**src/rtl/pipeline_run_monitor_pkg.sv**
```systemverilog
// Shared types and constants for the pipeline run monitor.
// Latency: n/a (types, constants and a pure helper function only).
// Backpressure: n/a.
package pipeline_run_monitor_pkg;

  // Run-control states; the encoding is fixed so it can be read from a debug tap.
  typedef enum logic [2:0] {
    IDLE    = 3'd0,
    RUN     = 3'd1,
    DRAIN   = 3'd2,
    DONE    = 3'd3,
    TIMEOUT = 3'd4
  } run_state_t;

  // Conventional meaning of the generic event channels.
  localparam int EVT_STALL   = 0;
  localparam int EVT_FLUSH   = 1;
  localparam int EVT_LOADUSE = 2;
  localparam int EVT_BRANCH  = 3;

  // States in which the program is considered live and counters advance.
  function automatic logic is_active(input run_state_t s);
    return (s == RUN) || (s == DRAIN);
  endfunction

endpackage

```
**src/rtl/pipeline_run_monitor_if.sv**
```systemverilog
// Bundle of control strobes and counter readout between the CPU side and the monitor.
// Latency: n/a (wires only).
// Backpressure: none; all inputs are sampled every cycle, outputs are always valid.
interface pipeline_run_monitor_if #(
  parameter int CNT_W   = 32,
  parameter int NUM_EVT = 4
) ();

  logic                     start;
  logic                     clear;
  logic                     end_program;
  logic                     retire_valid;
  logic [NUM_EVT-1:0]       evt;

  logic                     running;
  logic                     done;
  logic                     timed_out;
  logic [CNT_W-1:0]         cycle_count;
  logic [CNT_W-1:0]         retire_count;
  logic [NUM_EVT*CNT_W-1:0] evt_count;
  logic                     overflow;

  // Driver of the run-control strobes (CPU / bench side).
  modport master (
    output start, clear, end_program, retire_valid, evt,
    input  running, done, timed_out, cycle_count, retire_count, evt_count, overflow
  );

  // The monitor itself.
  modport slave (
    input  start, clear, end_program, retire_valid, evt,
    output running, done, timed_out, cycle_count, retire_count, evt_count, overflow
  );

endinterface

```
**src/rtl/pipeline_run_monitor_sat.sv**
```systemverilog
// Saturating enable-increment counter with synchronous clear and a wrap-attempt flag.
// Latency: count updates on the edge after inc; wrap is combinational from inc and count.
// Backpressure: none; holds at all-ones instead of wrapping.
module sat_counter #(
  parameter int CNT_W = 32
) (
  input  logic             clk,
  input  logic             reset,
  input  logic             clear,
  input  logic             inc,
  output logic [CNT_W-1:0] count,
  output logic             wrap
);

  logic at_max;

  assign at_max = &count;
  // An increment requested while already at all-ones is the wrap the caller must see.
  assign wrap   = inc & at_max;

  // Count register: clear beats increment, and the value sticks at all-ones.
  always_ff @(posedge clk or negedge reset) begin
    if (!reset) begin
      count <= '0;
    end else if (clear) begin
      count <= '0;
    end else if (inc && !at_max) begin
      count <= count + CNT_W'(1);
    end
  end

endmodule

```
**src/rtl/pipeline_run_monitor.sv**
```systemverilog
// Run-control FSM and performance counters for the pipelined CPU (start/drain/done/watchdog).
// Latency: status decoded from registered state; done rises DRAIN_CYCLES+1 edges after end_program.
// Backpressure: none; DONE and TIMEOUT freeze all counters until clear or reset.
module pipeline_run_monitor
  import pipeline_run_monitor_pkg::*;
#(
  parameter int CNT_W          = 32,
  parameter int NUM_EVT        = 4,
  parameter int DRAIN_CYCLES   = 5,
  parameter int TIMEOUT_CYCLES = 100000
) (
  input  logic                    clk,
  input  logic                    reset,
  pipeline_run_monitor_if.slave   bus
);

  // Drain counter only needs to hold DRAIN_CYCLES-1.
  localparam int DW = (DRAIN_CYCLES > 1) ? $clog2(DRAIN_CYCLES) : 1;
  localparam logic [DW-1:0] DRAIN_LOAD = DW'((DRAIN_CYCLES > 0) ? DRAIN_CYCLES - 1 : 0);

  // Watchdog fires on the edge where cycle_count steps onto TIMEOUT_CYCLES.
  localparam bit          WD_EN   = (TIMEOUT_CYCLES != 0);
  localparam logic [63:0] WD_LAST = 64'(TIMEOUT_CYCLES) - 64'd1;

  localparam int NCNT = 2 + NUM_EVT;

  run_state_t        state;
  run_state_t        state_next;
  logic [DW-1:0]     drain_cnt;
  logic [DW-1:0]     drain_next;
  logic              active;
  logic              wd_hit;
  logic [NCNT-1:0]   cnt_inc;
  logic [NCNT-1:0]   cnt_wrap;
  logic [CNT_W-1:0]  cnt_val [NCNT];
  logic              overflow_q;

  assign active = is_active(state);
  assign wd_hit = WD_EN && active && (64'(cnt_val[0]) == WD_LAST);

  // Counter enables: index 0 cycles, 1 retirements, 2.. event channels.
  assign cnt_inc[0] = active;
  assign cnt_inc[1] = active & bus.retire_valid;
  for (genvar i = 0; i < NUM_EVT; i++) begin : g_evt_inc
    assign cnt_inc[2+i] = active & bus.evt[i];
  end

  for (genvar c = 0; c < NCNT; c++) begin : g_cnt
    sat_counter #(
      .CNT_W (CNT_W)
    ) u_cnt (
      .clk   (clk),
      .reset (reset),
      .clear (bus.clear),
      .inc   (cnt_inc[c]),
      .count (cnt_val[c]),
      .wrap  (cnt_wrap[c])
    );
  end

  // State and drain-counter registers.
  always_ff @(posedge clk or negedge reset) begin
    if (!reset) begin
      state     <= IDLE;
      drain_cnt <= '0;
    end else begin
      state     <= state_next;
      drain_cnt <= drain_next;
    end
  end

  // Next state: clear > watchdog > end_program / drain expiry > start.
  always_comb begin
    state_next = state;
    drain_next = drain_cnt;
    if (bus.clear) begin
      state_next = IDLE;
    end else begin
      case (state)
        IDLE: begin
          if (bus.start) state_next = RUN;
        end
        RUN: begin
          if (wd_hit) begin
            state_next = TIMEOUT;
          end else if (bus.end_program) begin
            if (DRAIN_CYCLES == 0) begin
              state_next = DONE;
            end else begin
              state_next = DRAIN;
              drain_next = DRAIN_LOAD;
            end
          end
        end
        DRAIN: begin
          // end_program is deliberately not looked at here; the drain always completes.
          if (wd_hit) begin
            state_next = TIMEOUT;
          end else if (drain_cnt == '0) begin
            state_next = DONE;
          end else begin
            drain_next = drain_cnt - DW'(1);
          end
        end
        default: begin
          // DONE and TIMEOUT hold until clear or reset.
          state_next = state;
        end
      endcase
    end
  end

  // Sticky overflow: any counter that tried to step past all-ones.
  always_ff @(posedge clk or negedge reset) begin
    if (!reset) begin
      overflow_q <= 1'b0;
    end else if (bus.clear) begin
      overflow_q <= 1'b0;
    end else if (|cnt_wrap) begin
      overflow_q <= 1'b1;
    end
  end

  assign bus.running      = active;
  assign bus.done         = (state == DONE);
  assign bus.timed_out    = (state == TIMEOUT);
  assign bus.cycle_count  = cnt_val[0];
  assign bus.retire_count = cnt_val[1];
  assign bus.overflow     = overflow_q;
  for (genvar i = 0; i < NUM_EVT; i++) begin : g_evt_out
    assign bus.evt_count[i*CNT_W +: CNT_W] = cnt_val[2+i];
  end

endmodule

```
**src/flat_wrapper.sv**
```systemverilog
// flat-port wrapper written by rule: the top's interface ports become plain ports
module pipeline_run_monitor_flat import pipeline_run_monitor_pkg::*;
#(
  parameter int CNT_W          = 32,
  parameter int NUM_EVT        = 4,
  parameter int DRAIN_CYCLES   = 5,
  parameter int TIMEOUT_CYCLES = 100000
)
  (clk, reset, bus_start, bus_clear, bus_end_program, bus_retire_valid, bus_evt, bus_running, bus_done, bus_timed_out, bus_cycle_count, bus_retire_count, bus_evt_count, bus_overflow);
  pipeline_run_monitor_if #(.CNT_W(CNT_W), .NUM_EVT(NUM_EVT)) bus_i ();
  input  logic clk;
  input  logic reset;
  input wire logic [$bits(bus_i.start)-1:0] bus_start;
  input wire logic [$bits(bus_i.clear)-1:0] bus_clear;
  input wire logic [$bits(bus_i.end_program)-1:0] bus_end_program;
  input wire logic [$bits(bus_i.retire_valid)-1:0] bus_retire_valid;
  input wire logic [$bits(bus_i.evt)-1:0] bus_evt;
  output wire logic [$bits(bus_i.running)-1:0] bus_running;
  output wire logic [$bits(bus_i.done)-1:0] bus_done;
  output wire logic [$bits(bus_i.timed_out)-1:0] bus_timed_out;
  output wire logic [$bits(bus_i.cycle_count)-1:0] bus_cycle_count;
  output wire logic [$bits(bus_i.retire_count)-1:0] bus_retire_count;
  output wire logic [$bits(bus_i.evt_count)-1:0] bus_evt_count;
  output wire logic [$bits(bus_i.overflow)-1:0] bus_overflow;
  assign bus_i.start = bus_start;
  assign bus_i.clear = bus_clear;
  assign bus_i.end_program = bus_end_program;
  assign bus_i.retire_valid = bus_retire_valid;
  assign bus_i.evt = bus_evt;
  assign bus_running = bus_i.running;
  assign bus_done = bus_i.done;
  assign bus_timed_out = bus_i.timed_out;
  assign bus_cycle_count = bus_i.cycle_count;
  assign bus_retire_count = bus_i.retire_count;
  assign bus_evt_count = bus_i.evt_count;
  assign bus_overflow = bus_i.overflow;
  pipeline_run_monitor #(.CNT_W(CNT_W), .NUM_EVT(NUM_EVT), .DRAIN_CYCLES(DRAIN_CYCLES), .TIMEOUT_CYCLES(TIMEOUT_CYCLES)) u_core (.clk(clk), .reset(reset), .bus(bus_i));
endmodule
```
**config.mk**
```make
export PLATFORM = sky130hd
export DESIGN_NAME = pipeline_run_monitor_flat
export DESIGN_NICKNAME = d
export VERILOG_FILES = /design/src/rtl/pipeline_run_monitor_pkg.sv /design/src/rtl/pipeline_run_monitor_if.sv /design/src/rtl/pipeline_run_monitor_sat.sv /design/src/rtl/pipeline_run_monitor.sv /design/src/flat_wrapper.sv
export SDC_FILE = /design/constraint.sdc
export NUM_CORES = 1
export LEC_CHECK = 0
export CORE_ASPECT_RATIO = 0.75
export CORE_MARGIN = 3
export CORE_UTILIZATION = 53
export CTS_CLUSTER_DIAMETER = 30
export CTS_CLUSTER_SIZE = 12
export DETAILED_ROUTE_END_ITERATION = 16
export PLACE_DENSITY_LB_ADDON = 0.05
export SYNTH_ARGS = -nofsm -noshare
export SYNTH_HDL_FRONTEND = slang
export SYNTH_SLANG_ARGS = --single-unit
```
**constraint.sdc**
```tcl
create_clock -name clk -period 3.5 [get_ports clk]
set_clock_uncertainty 0.05 [all_clocks]
set_input_delay 0.7 -clock clk [delete_from_list [all_inputs] [get_ports clk]]
set_output_delay 0.7 -clock clk [all_outputs]
set_load 0.05 [all_outputs]
```
==> results of run 1 <==
-- flip-flops by register name, indices dropped and copies added (netlist names) --
| signal | cells |
|---|---|
| u_core.g_cnt.u_cnt.count | 192 |
| u_core.drain_cnt | 3 |
| u_core.state | 3 |
| u_core.bus.overflow | 1 |
-- worst register-to-register path, cell delays in order (launching register included) --
cell,delay [ns]
dfrtp_1,0.44
nand4_1,0.25
or4_1,0.66
o31ai_4,1.09
buf_4,0.30
or4_1,0.12
a21oi_1,0.06
-- layout make-up --
type / count / area, sq um
clock inverter: 13 / 115.1
sequential: 199 / 4980
tap: 282 / 352.8
clock buffer: 18 / 429.2
timing repair buffer: 229 / 2247
multi-input combinational: 953 / 5751
inverter: 36 / 135.1
fill: 1710 / 6372
-- cell usage in the layout (no fill, tap or decap), types with 3 or more instances in the layout --
master,synthesis,final
clkdlybuf4s50_1,0,202
dfrtp_1,199,199
a21oi_1,166,166
or4_1,91,91
o21ai_0,91,91
or3_1,91,91
nand2_1,85,85
o31ai_1,79,78
nand3_1,72,72
nor2_1,55,55
nand4_1,53,53
inv_1,36,36
buf_4,2,24
nor4_1,23,23
clkbuf_16,0,17
and3_1,16,16
nor3_1,16,16
and4_1,10,10
xor2_1,9,9
nor2b_1,9,9
ha_1,8,8
or2_2,7,7
mux2i_1,7,7
mux2_2,6,6
xnor2_1,5,5
and2_1,5,5
o2111ai_1,4,4
o31ai_2,4,4
clkinv_4,0,4
nand4b_1,3,3
inv_6,0,3
inv_8,0,3
-- cell families after synthesis --
logic type	Yosys count	share of synthesized area, %
AOI/OAI and AO/OA	364	19.30
and+or+nand+nor	553	28.89
muxes	14	1.341
xor gates and xnor gates	14	1.105
adders and majority gates	8	0.9019
DFF	199	44.87
buffers and inverters	100	3.596
-- layer usage --
metal  track usage, %  wire length [um]  part of all wire, %  vias up
li1                 -                 -                    -     5226
met1            40.70             14560                   47     5309
met2            39.79             14120                   46      346
met3            4.391              1863                  6.0       26
met4            5.401               310                  1.0        0
met5                0                 0                    0        -
-- how the worst max path moves through the flow --
stage	from	end	slack, ns	cells after the start
2_1_floorplan	u_core.g_cnt[0].u_cnt.count[0]	u_core.g_cnt[0].u_cnt.count[1]	0.69	8
3_3_place_gp	bus_evt[0]	u_core.g_cnt[2].u_cnt.count[31]	0.29	6
3_5_place_dp	bus_evt[0]	u_core.g_cnt[2].u_cnt.count[25]	0.23	6
4_1_cts	u_core.state[2]	bus_done	0.43	3
5_1_grt	u_core.g_cnt[3].u_cnt.count[24]	u_core.g_cnt[3].u_cnt.count[7]	0.19	6
6_report	u_core.g_cnt[3].u_cnt.count[24]	u_core.g_cnt[3].u_cnt.count[6]	0.40	6
-- per-stage QoR --
stage	hold slack [ns]	setup slack, ns
after CTS	0.2951	0.4285
final	0.2389	0.4017
after global placement	0.4371	0.2869
after global routing	0.3103	0.1892
after floorplan	0.3544	0.6867
after detailed placement	0.4458	0.2323
-- power by group --
group | internal [W] | leakage [nW] | switching (W)
sequential | 0.00232 | 2.77 | 0.0000371
clock | 0.000932 | 0.263 | 0.000937
combinational | 0.000122 | 1.85 | 0.000295
total | 0.00338 | 4.89 | 0.00127
==> qor.yml, run 1 <==
clock_network:
  clk_pin_slew_ns: 0.08
  cts_inserted_buffers: 17
  cts_resized: 0
  cts.path.max_buffers: 2
  htreeDepth: 4
  clkLatencyLatePin_ns: 0.43
  post_cts_buffers: 0
  cts_hold_buf: 0
  clock-root-buffer: "clkbuf_16"
  cts_tree: "built"
  cts.sinks: 199
timing:
  drv_slew: 0
  max_slew_margin_pct: 16.86
  timing.fmax_ghz: 0.3228
  fin_crit_ns: 3.098
  hold_violations: 0
  final.setup.tns_ns: 0
  post-route-period-util_pct: 88.52
  finalSetupViolCount: 0
  rsz0062_at_grt: "no"
  tightest_slew_ns: 1.247
global_routing:
  overflow: 0
  antenna_found_initial: 0
  grt_max_degree: 92
  grtUsageTotal_pct: 26.52
  grt_pass1_vias: 9683
  grt_pass1_wl_um: 50680
pwr:
  power.leakage_nw: 4.889
  power_w: 0.004646
  power_density_nw_per_um2: 331.6
  ir_drop_mv: 0.2450
yosys:
  synth_ff_type: "dfrtp_1"
  synth.largest_area_cell: "dfrtp_1"
  synth_top_cells_by_area: "dfrtp_1 45%, a21oi_1 7.5%, or4_1 6.2%"
  ys_async_sr_fraction_pct: 100.0
  yosysMostFrequentCell: "dfrtp_1"
  syn_inst: 1252
  synth_nets: 1270
  synth-seq-cells: 199
  ys_warn_count: 0
  syn_avg_cell_area_sq_um: 8.865
  netlist_area_sq_um: 11100
  synth_common_cells: "199 x dfrtp_1, 166 x a21oi_1, 91 x o21ai_0, 91 x or3_1, 91 x or4_1"
  synth-edff-count: 0
  synth-seq-area-share_pct: 44.87
  yosysUniqueCellTypes: 57
  synth_top_area_share_pct: 44.87
cells_and_area:
  area_growth_pct: 26.22
  drive_gt1_share_pct: 5.870
  final_core_util_pct: 68.74
  nNetsFinal: 1454
  insertedDiodeCount: 0
  design_area_sq_um: 14010
  fin_cells: 1730
hold_path:
  hold_path.class: "input pin to async pin"
setup_path:
  cpPeakStageDelay_ns: 1.09
  critPathSlowestCell: "o31ai_4"
  cp_num_buf_inv: 1
  cp_top_family: "compound AO/OA/AOI/OAI gates"
  crit_top_cell: "or4_1"
  crit_path_end_kind: "register"
  path_max_fanout: 38
  r2r_end: "u_core.g_cnt[3].u_cnt.count[6]"
  regToRegStartpoint: "u_core.g_cnt[3].u_cnt.count[24]"
  cp-start-kind: "register"
  required_ns: 3.75
  worstPathArrival_ns: 3.35
  cp_cell_sequence: "nand4_1 -> or4_1 -> o31ai_4 -> buf_4 -> or4_1 -> a21oi_1"
  ff2ff_setup_slack_ns: 0.40
  ff2ff_path_depth: 6
  critPathKind: "register to register"
routing:
  drtPass1Iterations: 5
  drc: 0
  wl_per_cell_um: 17.83
  final_antenna_net_count: 0
  drt_iter0_drc: 979
  via_count: 10910
  wl_um: 30850
  drt-vias-per-instance: 6.305
status:
  status: "complete, no violations"
die:
  die_area_sq_um: 22730
  fp.dieH_um: 131.3
  rows: 45
  die_x_um: 173.1
  core-area_sq_um: 20380
  initial_core_util_pct: 54.46
  pin_count: 206
place:
  gp_congestion: 0.8366
  io_buffers: 205
  placed_area_sq_um: 13470
  dp_cells: 1699
  dp_hpwl_um: 21520
run:
  drv_cap: 0
Power figures use the tool's default switching activity.
==> run 2, diff against run 1 <==
CORE_ASPECT_RATIO = 1.25   (was 0.75)
SLEW_MARGIN = 15   (was default)
==> run 2 against run 1 <==
  * Flip-flop and latch count stayed put
  * Fmax is 4.9% lower
  * Sequential power hardly changed
  * Setup slack worse by 0.16 ns
  * Cell count is 0.40% lower
  * Clock power is 8% higher
  * Wire length is 1.2% lower
  * Largest cell class unchanged
  * Die area hardly changed
  * Design area is 0.52% higher
==> qor.yml, run 2 (same netlist as run 1, synthesis figures left out) <==
status:
  status: "complete, no violations"
routing:
  final_antenna_net_count: 0
  via_count: 10940
  drt_iter0_drc: 740
  wl_per_cell_um: 17.70
  drc: 0
  wl_um: 30490
  drtPass1Iterations: 5
  drt-vias-per-instance: 6.348
global_routing:
  grtUsageMet1_pct: 34.75
  grt_pass1_wl_um: 50340
  use_met2_pct: 44.13
  met3_usage_pct: 6.157
  overflow: 0
  grt_pass1_vias: 10120
  grtUsageTotal_pct: 26.57
  grt-busiest-layer: "met2"
  antenna_found_initial: 1
  grt_max_degree: 106
pwr:
  power.leakage_nw: 4.941
  ir_drop_mv: 0.3417
  power_density_nw_per_um2: 341.3
timing:
  finalSetupViolCount: 0
  post-route-period-util_pct: 93.09
  max_slew_margin_pct: 28.57
  rsz0062_at_grt: "no"
  fin_crit_ns: 3.258
  drv_slew: 0
  tightest_slew_ns: 1.060
  hold_violations: 0
  final.setup.tns_ns: 0
  timing.fmax_ghz: 0.3069
cells_and_area:
  n_fill_cell: 1707
  nNetsFinal: 1457
  final_cell_mix: "202 x clkdlybuf4s50_1, 199 x dfrtp_1, 166 x a21oi_1"
  seq_area_sq_um: 4980
  drive_gt1_share_pct: 6.198
  area_growth_pct: 26.87
  reg_top3: "u_core.g_cnt.u_cnt.count (192), u_core.drain_cnt (3), u_core.state (3)"
  largest_reg_flops: 192
  top_register: "u_core.g_cnt.u_cnt.count"
  mostFrequentLayoutCell: "clkdlybuf4s50_1"
  design_area_sq_um: 14080
  multi_input_area_sq_um: 5751
run:
  drv_cap: 0
place:
  dp_hpwl_um: 21270
  placed_area_sq_um: 13490
  io_buffers: 205
  gp_congestion: 0.8531
die:
  initial_core_util_pct: 54.62
  die_area_sq_um: 22730
  fp.dieH_um: 167.8
  core-area_sq_um: 20320
  die_x_um: 135.4
  rows: 58
  pin_count: 206
setup_path:
  cp_top_family: "buffers and inverters"
  r2r_end: "u_core.g_cnt[5].u_cnt.count[11]"
  regToRegStartpoint: "u_core.state[0]"
  cp_num_buf_inv: 2
  critPathKind: "register to primary output"
  cp_cell_sequence: "inv_1 -> nor3_1 -> clkdlybuf4s50_1"
  ff2ff_path_depth: 6
  cpPeakStageDelay_ns: 0.86
  ff2ff_setup_slack_ns: 0.55
  path_depth: 3
  required_ns: 2.75
  crit_path_end_kind: "primary output"
  cp-start-kind: "register"
  worstPathArrival_ns: 2.51
  critPathSlowestCell: "clkdlybuf4s50_1"
  path_max_fanout: 14
clock_network:
  cts_resized: 0
  htreeDepth: 4
  clock-root-buffer: "clkbuf_16"
  cts_inserted_buffers: 17
  post_cts_buffers: 0
  cts_tree: "built"
  clk_pin_slew_ns: 0.08
  cts_hold_buf: 0
  cts.sinks: 199
  cts.path.max_buffers: 2
  clkLatencyLatePin_ns: 0.45
hold_path:
  hold_path.class: "input pin to async pin"
[run 2: cell types whose count changed in the layout (fill, tap and decap cells not counted), sizes merged]
cell	delta
buf	+3
diode	+1
bufinv	+1
clkinv	-2
clkinvlp	-2
inv	+4
[run 2: layout make-up]
| type | count | area share, % |
|---|---|---|
| multi-input cells | 953 | 40.84 |
| flip-flops and latches | 199 | 35.36 |
| repair buffers | 232 | 16.21 |
| clock buffers | 18 | 3.119 |
| well taps | 270 | 2.399 |
| clock inverters | 14 | 1.102 |
| inverters | 36 | 0.9596 |
| diodes | 1 | 0.01777 |
[run 2: through the flow]
step,std cells,total power (W),setup WS (ns),hold slack [ns],util [%]
finish,1723,0.004806,0.2419,0.2465,69.30
global route,1723,0.004976,0.1032,0.2810,69.30
CTS,1722,0.004843,0.2271,0.2644,69.29
detailed placement,1690,0.002833,0.2581,0.4498,66.37
global placement,1690,0.002826,0.2874,0.4428,66.37
floorplan,1252,0.002651,0.6867,0.3544,-
[run 2: worst max path at each step]
stage / startpoint / to / slack [ns]
floorplan: u_core.g_cnt[0].u_cnt.count[0] / u_core.g_cnt[0].u_cnt.count[1] / 0.69
global route: u_core.state[2] / bus_timed_out / 0.10
global placement: bus_evt[0] / u_core.g_cnt[2].u_cnt.count[25] / 0.29
CTS: u_core.state[2] / bus_timed_out / 0.23
detailed placement: bus_evt[0] / u_core.g_cnt[2].u_cnt.count[25] / 0.26
finish: u_core.state[2] / bus_timed_out / 0.24
[run 2: power breakdown]
part,internal [W],leakage [nW],switching [W]
clock network,0.00104,0.296,0.000980
registers,0.00232,2.77,0.0000384
logic,0.000126,1.87,0.000300
total,0.00349,4.94,0.00132
[run 2: routing by layer]
| metal | wire, um | up-vias |
|---|---|---|
| li1 | - | 5207 |
| met1 | 12790 | 5370 |
| met2 | 15210 | 312 |
| met3 | 1888 | 49 |
| met4 | 608 | 0 |
| met5 | 0 | - |
==> run 3, diff against run 2 <==
CORE_UTILIZATION = 55   (was 53)
CTS_BUF_LIST = sky130_fd_sc_hd__clkbuf_8   (was default)
GPL_TIMING_DRIVEN = 0   (was default)
==> run 3 against run 2 <==
  * Worst hold slack got worse by 0.17 ns
  * Combinational power increased by 6.6%
  * Non-clock buffer count increased by 39
  * First-iteration DRC count increased by 16%
  * Sequential share of layout area increased by 0.33 points
  * Flip-flop and latch count unchanged
  * Count of clock-buffer cells in the layout decreased by 1
  * Sequential power about the same
  * Clock power decreased by 24%
  * Fmax decreased by 4.2%
  * Utilization increased by 1.8 points
==> qor.yml, run 3 (same netlist as run 1, synthesis figures left out) <==
status:
  status: "complete, no violations"
global_routing:
  grtUsageMet1_pct: 37.98
  overflow: 0
  grtUsageTotal_pct: 29.88
  grt_pass1_vias: 10590
  antenna_found_initial: 1
  grt-busiest-layer: "met2"
  grt_pass1_wl_um: 53810
  met3_usage_pct: 5.332
  use_met2_pct: 51.02
  grt_max_degree: 85
routing:
  drtPass1Iterations: 7
  wl_um: 33020
  wl_per_cell_um: 18.79
  drt-vias-per-instance: 6.402
  via_count: 11250
  drt_iter0_drc: 855
  final_antenna_net_count: 0
  drc: 0
run:
  drv_cap: 0
timing:
  rsz0062_at_grt: "no"
  fin_crit_ns: 3.400
  timing.fmax_ghz: 0.2941
  hold_slack_ns: 0.07973
  drv_slew: 0
  max_slew_margin_pct: 20.85
  hold_violations: 0
  post-route-period-util_pct: 97.14
  tightest_slew_ns: 1.176
  finalSetupViolCount: 0
setup_path:
  path_max_fanout: 10
  regToRegStartpoint: "u_core.g_cnt[0].u_cnt.count[0]"
  worstPathArrival_ns: 2.65
  critPathKind: "register to primary output"
  cp_cell_sequence: "xnor2_2 -> nor2_1 -> clkdlybuf4s50_1"
  cp_num_buf_inv: 1
  critPathSlowestCell: "clkdlybuf4s50_1"
  cp-start-kind: "register"
  crit_path_end_kind: "primary output"
  critPathLaunch: "u_core.state[1]"
  cp_top_family: "buffers and inverters"
  cpPeakStageDelay_ns: 0.94
  required_ns: 2.75
pwr:
  power_density_nw_per_um2: 311.1
  power.leakage_nw: 4.825
  ir_drop_mv: 0.2497
place:
  io_buffers: 205
  dp_hpwl_um: 23580
  placed_area_sq_um: 13540
  gp_congestion: 0.8951
clock_network:
  cts_inserted_buffers: 17
  cts_tree: "built"
  clk_pin_slew_ns: 0.11
  cts.path.max_buffers: 2
  clock-root-buffer: "clkbuf_8"
  post_cts_buffers: 0
  clkLatencyLatePin_ns: 0.49
  htreeDepth: 4
  cts.sinks: 199
cells_and_area:
  reg_top3: "u_core.g_cnt.u_cnt.count (192), u_core.drain_cnt (3), u_core.state (3)"
  area_growth_pct: 25.70
  largest_reg_flops: 192
  final_cell_mix: "204 x clkdlybuf4s50_1, 199 x dfrtp_1, 166 x a21oi_1"
  top_register: "u_core.g_cnt.u_cnt.count"
  design_area_sq_um: 13950
  mostFrequentLayoutCell: "clkdlybuf4s50_1"
  drive_gt1_share_pct: 5.164
  nNetsFinal: 1496
hold_path:
  hold_path.class: "input pin to async pin"
die:
  pin_count: 206
  die_area_sq_um: 21930
  die_x_um: 133.1
  initial_core_util_pct: 56.59
  core-area_sq_um: 19610
  fp.dieH_um: 164.8
  rows: 57
run 3: changes by cell type in the layout (fill, tap and decap cells not counted), moves of 2 or more:
cell,delta
clkbuf_1,+49
buf_4,-24
clkbuf_16,-17
clkbuf_8,+15
buf_2,+12
inv_6,-4
clkinv_4,+3
buf_12,-2
buf_16,+2
clkdlybuf4s50_1,+2
run 3: final cells by class:
| cell class | instances | area, sq um |
|---|---|---|
| tap | 265 | 331.6 |
| antenna | 1 | 2.502 |
| clock buffer | 17 | 234.0 |
| clock inverter | 15 | 165.2 |
| fill | 1598 | 5660 |
| multi-input combinational | 953 | 5728 |
| sequential | 199 | 4980 |
| inverter | 36 | 135.1 |
| timing repair buffer | 207 | 2112 |
| buffer | 64 | 264.0 |
run 3: what timing repair did:
action / CTS / global route
hold buffers: 0 / 0
setup endpoints to repair: 1 / 0
gates resized for setup: 1 / 0
run 3: worst paths after layout:
kind / endpoint / slack [ns] / cells past startpoint
setup / recovery: bus_running / 0.1 / 3
hold reg to reg: u_core.drain_cnt[1] / 0.48 / 2
setup reg to reg: u_core.g_cnt[0].u_cnt.count[1] / 0.18 / 8
hold / removal: u_core.g_cnt[3].u_cnt.count[21] / 0.08 / 1
min in group clk: u_core.drain_cnt[1] / 0.48 / 2
max in group asynchronous: u_core.g_cnt[5].u_cnt.count[29] / 2.52 / 2
run 3: report_power, final:
group	internal, W	leakage (nW)	switching (W)	total (W)
clock	0.000598	0.202	0.000929	0.00153
combinational	0.000124	1.85	0.000330	0.000454
sequential	0.00232	2.77	0.0000348	0.00236
run 3: routing by layer:
| metal | share of wire, % | up-vias |
|---|---|---|
| met5 | 0 | - |
| met4 | 2.5 | 0 |
| met3 | 6.9 | 67 |
| met2 | 50 | 452 |
| met1 | 40 | 5439 |
| li1 | - | 5290 |
run 3: metrics by stage:
step / cells / utilization, % / TNS [ns] / worst slack, ns / power [W]
after global routing: 1757 / 71.14 / 0 / 0.003189 / 0.004498
after floorplan: 1252 / - / 0 / 0.6867 / 0.002651
final: 1757 / 71.14 / 0 / 0.09997 / 0.004340
after detailed placement: 1724 / 69.05 / 0 / 0.1742 / 0.002851
after global placement: 1722 / 68.75 / -1374.88 / -6.924 / 0.002840
after CTS: 1756 / 71.13 / 0 / 0.09738 / 0.004356
